--- src/rtl/spi_master_tx_if.sv ---
// Bus bundle for the single-byte SPI master transmitter.
// The master modport is the transmitter's own view of the bus.
// The slave modport is the view of whatever drives it and watches the SPI pins.
//
// Handshake: a byte is accepted on a rising clock edge where i_valid and
// o_ready are both high. o_ready is high only while the transmitter is idle.
// i_valid may be raised at any time. A request made while o_ready is low is
// dropped, not queued. i_data is sampled only on the accepting edge.
interface spi_master_tx_if;
    logic [7:0] i_data;
    logic       i_valid;
    logic       o_ready;
    logic       o_sck;
    logic       o_mosi;
    logic       o_cs;
    logic       i_miso;
    logic [7:0] o_rx_data;
    logic       o_done;

    modport master (
        input  i_data,
        input  i_valid,
        input  i_miso,
        output o_ready,
        output o_sck,
        output o_mosi,
        output o_cs,
        output o_rx_data,
        output o_done
    );

    modport slave (
        output i_data,
        output i_valid,
        output i_miso,
        input  o_ready,
        input  o_sck,
        input  o_mosi,
        input  o_cs,
        input  o_rx_data,
        input  o_done
    );
endinterface

--- src/rtl/spi_master_tx.sv ---
// Single-byte SPI master transmitter: mode 0 (CPOL=0, CPHA=0), MSB first.
// Each accepted byte produces one frame: CS low, 8 SCK pulses, CS high.
// Optional feature macro: SPI_MASTER_MISO_EN builds the MISO receive path.
// Without it, o_rx_data is tied to zero and i_miso is ignored.
// The FSM state is exported on o_state for debug and checker binding.
module spi_master_tx #(
    parameter int CLK_DIV = 4,   // SCK half-period in i_clk cycles, >= 1
    parameter int CS_IDLE = 8    // minimum CS-high time between frames, >= 1
) (
    input  logic              i_clk,
    input  logic              i_rst,
    spi_master_tx_if.master   bus,
    output logic [2:0]        o_state
);

    localparam int MAX_PHASE = (CLK_DIV > CS_IDLE) ? CLK_DIV : CS_IDLE;
    localparam int CW        = $clog2(MAX_PHASE + 1);

    typedef enum logic [2:0] {
        S_IDLE  = 3'd0,
        S_SETUP = 3'd1,
        S_HIGH  = 3'd2,
        S_LOW   = 3'd3,
        S_GAP   = 3'd4
    } state_t;

    state_t        state_q;
    logic [CW-1:0] cnt_q;
    logic [3:0]    bit_cnt_q;
    logic [7:0]    tx_q;
    logic          cs_q;
    logic          sck_q;
    logic          mosi_q;
    logic          done_q;
    logic [7:0]    rx_data_q;

    logic          phase_end;
    logic          gap_end;
    logic [3:0]    bit_cnt_d;
    logic [7:0]    tx_d;
    logic          enter_high;
    logic          enter_gap;

    // Phase timing and the next value of the shift register and bit count.
    always_comb begin
        phase_end  = (cnt_q == CW'(CLK_DIV - 1));
        gap_end    = (cnt_q == CW'(CS_IDLE - 1));
        bit_cnt_d  = bit_cnt_q + 4'd1;
        tx_d       = {tx_q[6:0], 1'b0};
        enter_high = phase_end &&
                     ((state_q == S_SETUP) ||
                      ((state_q == S_LOW) && (bit_cnt_q < 4'd8)));
        enter_gap  = phase_end && (state_q == S_LOW) && (bit_cnt_q >= 4'd8);
    end

    // Frame FSM. The outputs are loaded on the edge that enters the state they belong to.
    always_ff @(posedge i_clk or posedge i_rst) begin
        if (i_rst) begin
            state_q   <= S_IDLE;
            cnt_q     <= '0;
            bit_cnt_q <= 4'd0;
            tx_q      <= 8'h00;
            cs_q      <= 1'b1;
            sck_q     <= 1'b0;
            mosi_q    <= 1'b0;
            done_q    <= 1'b0;
        end else begin
            done_q <= 1'b0;
            case (state_q)
                S_IDLE: begin
                    if (bus.i_valid) begin
                        tx_q      <= bus.i_data;
                        bit_cnt_q <= 4'd0;
                        cnt_q     <= '0;
                        cs_q      <= 1'b0;
                        mosi_q    <= bus.i_data[7];
                        state_q   <= S_SETUP;
                    end
                end
                S_SETUP: begin
                    if (phase_end) begin
                        cnt_q   <= '0;
                        sck_q   <= 1'b1;
                        state_q <= S_HIGH;
                    end else begin
                        cnt_q <= cnt_q + CW'(1);
                    end
                end
                S_HIGH: begin
                    if (phase_end) begin
                        cnt_q     <= '0;
                        sck_q     <= 1'b0;
                        bit_cnt_q <= bit_cnt_d;
                        // After the 8th rise, MOSI keeps bit 0 through the CS hold phase.
                        if (bit_cnt_d < 4'd8) begin
                            tx_q   <= tx_d;
                            mosi_q <= tx_d[7];
                        end
                        state_q <= S_LOW;
                    end else begin
                        cnt_q <= cnt_q + CW'(1);
                    end
                end
                S_LOW: begin
                    if (phase_end) begin
                        cnt_q <= '0;
                        if (bit_cnt_q < 4'd8) begin
                            sck_q   <= 1'b1;
                            state_q <= S_HIGH;
                        end else begin
                            cs_q    <= 1'b1;
                            mosi_q  <= 1'b0;
                            done_q  <= 1'b1;
                            state_q <= S_GAP;
                        end
                    end else begin
                        cnt_q <= cnt_q + CW'(1);
                    end
                end
                S_GAP: begin
                    if (gap_end) begin
                        cnt_q   <= '0;
                        state_q <= S_IDLE;
                    end else begin
                        cnt_q <= cnt_q + CW'(1);
                    end
                end
                default: begin
                    state_q <= S_IDLE;
                    cnt_q   <= '0;
                    cs_q    <= 1'b1;
                    sck_q   <= 1'b0;
                    mosi_q  <= 1'b0;
                end
            endcase
        end
    end

`ifdef SPI_MASTER_MISO_EN
    logic [7:0] rx_sh_q;

    // Receive path: shift MISO in on every SCK rise, and publish the byte when CS returns high.
    always_ff @(posedge i_clk or posedge i_rst) begin
        if (i_rst) begin
            rx_sh_q   <= 8'h00;
            rx_data_q <= 8'h00;
        end else begin
            if (enter_high) begin
                rx_sh_q <= {rx_sh_q[6:0], bus.i_miso};
            end
            if (enter_gap) begin
                rx_data_q <= rx_sh_q;
            end
        end
    end
`else
    logic unused_rx;

    // Without the receive path, the received byte is constant zero.
    always_comb begin
        rx_data_q = 8'h00;
        unused_rx = bus.i_miso ^ enter_high ^ enter_gap;
    end
`endif

    assign bus.o_ready   = (state_q == S_IDLE);
    assign bus.o_cs      = cs_q;
    assign bus.o_sck     = sck_q;
    assign bus.o_mosi    = mosi_q;
    assign bus.o_done    = done_q;
    assign bus.o_rx_data = rx_data_q;
    assign o_state       = state_q;

endmodule

--- src/flat_wrapper.sv ---
// flat-port wrapper written by rule: the top's interface ports become plain ports
module spi_master_tx_flat 
#(
    parameter int CLK_DIV = 4,                                           
    parameter int CS_IDLE = 8                                                
)
  (i_clk, i_rst, o_state, bus_i_data, bus_i_valid, bus_i_miso, bus_o_ready, bus_o_sck, bus_o_mosi, bus_o_cs, bus_o_rx_data, bus_o_done);
  spi_master_tx_if bus_i ();
  input  logic i_clk;
  input  logic i_rst;
  output logic [2:0] o_state;
  input wire logic [$bits(bus_i.i_data)-1:0] bus_i_data;
  input wire logic [$bits(bus_i.i_valid)-1:0] bus_i_valid;
  input wire logic [$bits(bus_i.i_miso)-1:0] bus_i_miso;
  output wire logic [$bits(bus_i.o_ready)-1:0] bus_o_ready;
  output wire logic [$bits(bus_i.o_sck)-1:0] bus_o_sck;
  output wire logic [$bits(bus_i.o_mosi)-1:0] bus_o_mosi;
  output wire logic [$bits(bus_i.o_cs)-1:0] bus_o_cs;
  output wire logic [$bits(bus_i.o_rx_data)-1:0] bus_o_rx_data;
  output wire logic [$bits(bus_i.o_done)-1:0] bus_o_done;
  assign bus_i.i_data = bus_i_data;
  assign bus_i.i_valid = bus_i_valid;
  assign bus_i.i_miso = bus_i_miso;
  assign bus_o_ready = bus_i.o_ready;
  assign bus_o_sck = bus_i.o_sck;
  assign bus_o_mosi = bus_i.o_mosi;
  assign bus_o_cs = bus_i.o_cs;
  assign bus_o_rx_data = bus_i.o_rx_data;
  assign bus_o_done = bus_i.o_done;
  spi_master_tx #(.CLK_DIV(CLK_DIV), .CS_IDLE(CS_IDLE)) u_core (.i_clk(i_clk), .i_rst(i_rst), .bus(bus_i), .o_state(o_state));
endmodule
--- config.mk ---
export PLATFORM = sky130hd
export DESIGN_NAME = spi_master_tx_flat
export DESIGN_NICKNAME = d
export VERILOG_FILES = /design/src/rtl/spi_master_tx_if.sv /design/src/rtl/spi_master_tx.sv /design/src/flat_wrapper.sv
export SDC_FILE = /design/constraint.sdc
export NUM_CORES = 1
export LEC_CHECK = 0
export BUFFER_PORTS_ARGS = -buffer_cell sky130_fd_sc_hd__buf_2
export CAP_MARGIN = 20
export CORE_AREA = 2 2 52 58
export DETAILED_ROUTE_END_ITERATION = 12
export DIE_AREA = 0 0 54 60
export HOLD_SLACK_MARGIN = 0.05
export PLACE_DENSITY = 0.81
export SLEW_MARGIN = 20
export SYNTH_ARGS = -nofsm -noshare
export SYNTH_HDL_FRONTEND = slang
export SYNTH_SLANG_ARGS = --single-unit
--- constraint.sdc ---
create_clock -name i_clk -period 4.4 [get_ports i_clk]
set_input_delay 0.88 -clock i_clk [delete_from_list [all_inputs] [get_ports i_clk]]
set_output_delay 0.88 -clock i_clk [all_outputs]
set_load 0.05 [all_outputs]
==> reports/metrics.cfg <==
[grt]
gr-total-overflow = 0
grt_max_degree = 35
grt_pass1_wl_um = 5390
grtUsageTotal = 0.228
grt_pass1_vias = 1260
antenna_found_initial = 0

[clocking]
post_cts_buffers = 0
clk_latency_ps = 320
clk_pin_slew_ps = 130
hold_buffers = 0
cts_buffers = 3
cts_root_buffer = clkbuf_4
cts_resized = 0
tritoncts = yes
clock-sinks = 22
h-tree-depth = 1
cts_buffer_depth = 2

[yosys]
synth_common_cells = dfrtp_1, nand3_1, nand2_1, buf_4, nor2_1
yosys_warnings = 0
synth_area_per_cell_sq_um = 8.73
synthArstFlopShare = 1.00
yosys_most_used_dff = dfrtp_1
netlist_top_cells_area = dfrtp_1, nand3_1, buf_4
yosysTopAreaCellShare = 0.350
synth-edff-count = 0
yosysMostFrequentCell = dfrtp_1
syn_inst = 172
ys_seq_area_frac = 0.367
ys_ff_latch = 22
synthesis.area_sq_um = 1500
synth.largest_area_cell = dfrtp_1
ys_types = 47

[finish]
diodes = 0
stdcell_count = 211
drive_above_1_share = 0.152
syn_to_final_growth_pct = 3.25
final_area_sq_um = 1550
nets = 193
postLayoutCoreUtil = 0.574
nFillCells = 246

[critical_path]
start_kind = register
reg2reg_slack_ps = 2090
rr_startpoint = u_core.o_state[1]
worstSetupEndpointType = output port
r2r_cells = 4
path_max_fanout = 34
crit_path_cell_trace = buf_2
path_class = reg2out
worst_ep_arrival_time_ps = 1750
reg2reg_to = u_core.bus.o_mosi
cp_slowest_cell = dfrtp_1
cp_top_family = flip-flops
slowest_delay_ps = 1020
crit_required_ps = 3520
cp_num_buf_inv = 1

[hold_path]
hold_class = reg2reg
hold_end = u_core.cnt_q[0]
hold_start = u_core.cnt_q[0]
holdPathStages = 1

[timing]
hold_viol = 0
maxSlewHeadroom = 0.254
fin_crit_sh = 0.598
rsz0062_at_grt = no
fin_skew_ps = 2.01
setup_viol = 0
max_slew.worst_pin.slew_ps = 1110
setup_slack_ps = 1770
report.final.slew_viol_count = 0
fin_crit_ps = 2630
finalSetupTns_ps = 0
clock.fmax_ghz = 0.380
holdWs_ps = 524

[drt]
wire_per_inst_um = 15.8
final_antenna_net_count = 0
drt_iter0_drc = 65
drc = 0
vias = 1320
routed_wl_um = 3340
drt_first_pass_iters = 4
vias_per_cell = 6.26

[pwr]
power_uw = 344
p_leak_nw = 0.673
powerDensity_nw_per_um2 = 222
vdd_drop_max_mv = 0.144

[placement]
gp_congestion = 0.755
port_buffers = 18
place_inst = 207
dpl.hpwl_um = 2270
pre_cts_slack_ps = 2160
place_area_sq_um = 1510

[floorplan]
rows = 20
die_h_um = 60
die_area_sq_um = 3240
fp.dieW_um = 54
core_sq_um = 2700
start_util = 0.556
pin_count = 28

[flow_run]
maxCapViolations = 0

[run_status]
status = complete, no violations

## cells by family after synthesis
family                     Yosys count  synth area share
muxes                                1           0.00667
AOI/OAI and AO/OA                   39             0.186
buffers and inverters               28             0.109
xor gates and xnor gates             3            0.0175
other                                1           0.00250
and+or+nand+nor                     76             0.294
adders and majority gates            2            0.0167
DFF                                 22             0.368
## cell usage in the layout, fill, tap and decap left out, types with 3 or more instances in the layout
cell type / n
a221oi_1: 6
dfrtp_1: 21
a21oi_1: 4
nor3_1: 3
a22o_1: 4
conb_1: 8
nand3_1: 17
o21ai_0: 4
clkbuf_4: 3
nand2_1: 15
inv_1: 5
and2_1: 6
and4b_1: 6
o21ai_1: 6
buf_2: 18
a22oi_1: 3
nor2_1: 7
or3_1: 6
## registers in the layout, indices dropped and copies added (netlist names)
signal and cells:
u_core.bit_cnt_q 4, u_core.o_state 3, u_core.tx_q 7, u_core.cnt_q 4, u_core.bus.o_sck 1, u_core.bus.o_cs 1
u_core.bus.o_mosi 1, u_core.bus.o_done 1
## area by class of cell
cell class | count | area [sq um] | share of cell area
Tap cell | 33 | 41.3 | 0.0266
Clock buffer | 4 | 36.3 | 0.0234
Sequential cell | 22 | 552 | 0.356
Inverter | 5 | 18.8 | 0.0121
Multi-Input combinational cell | 129 | 812 | 0.524
Timing Repair Buffer | 18 | 90.1 | 0.0581
## layer usage
metal  vias up  share of wire  wire length, um  track usage
met2        38           0.49             1640        0.371
met4         0          0.018               61        0.136
met1       653           0.45             1510        0.286
met5         -              0                0            0
li1        624              -                -            -
met3         5          0.037              123       0.0275
## power breakdown
group	total (mW)	internal, mW	switching, mW
clock	0.117	0.0507	0.0666
sequential	0.202	0.202	0
combinational	0.0244	0.00327	0.0212
total	0.344	0.256	0.0878
## how the worst max path moves through the flow
stage	depth (start not counted)	from	slack, ps	to
after floorplan	3	u_core.o_state[1]	1430	bus_o_ready
after global placement	1	u_core.o_state[1]	2190	o_state[1]
after detailed placement	1	u_core.o_state[1]	2160	o_state[1]
after CTS	1	u_core.o_state[1]	1790	o_state[1]
after global routing	1	u_core.o_state[1]	1680	o_state[1]
final	1	u_core.o_state[1]	1770	o_state[1]
(Power assumes the default switching activity.)
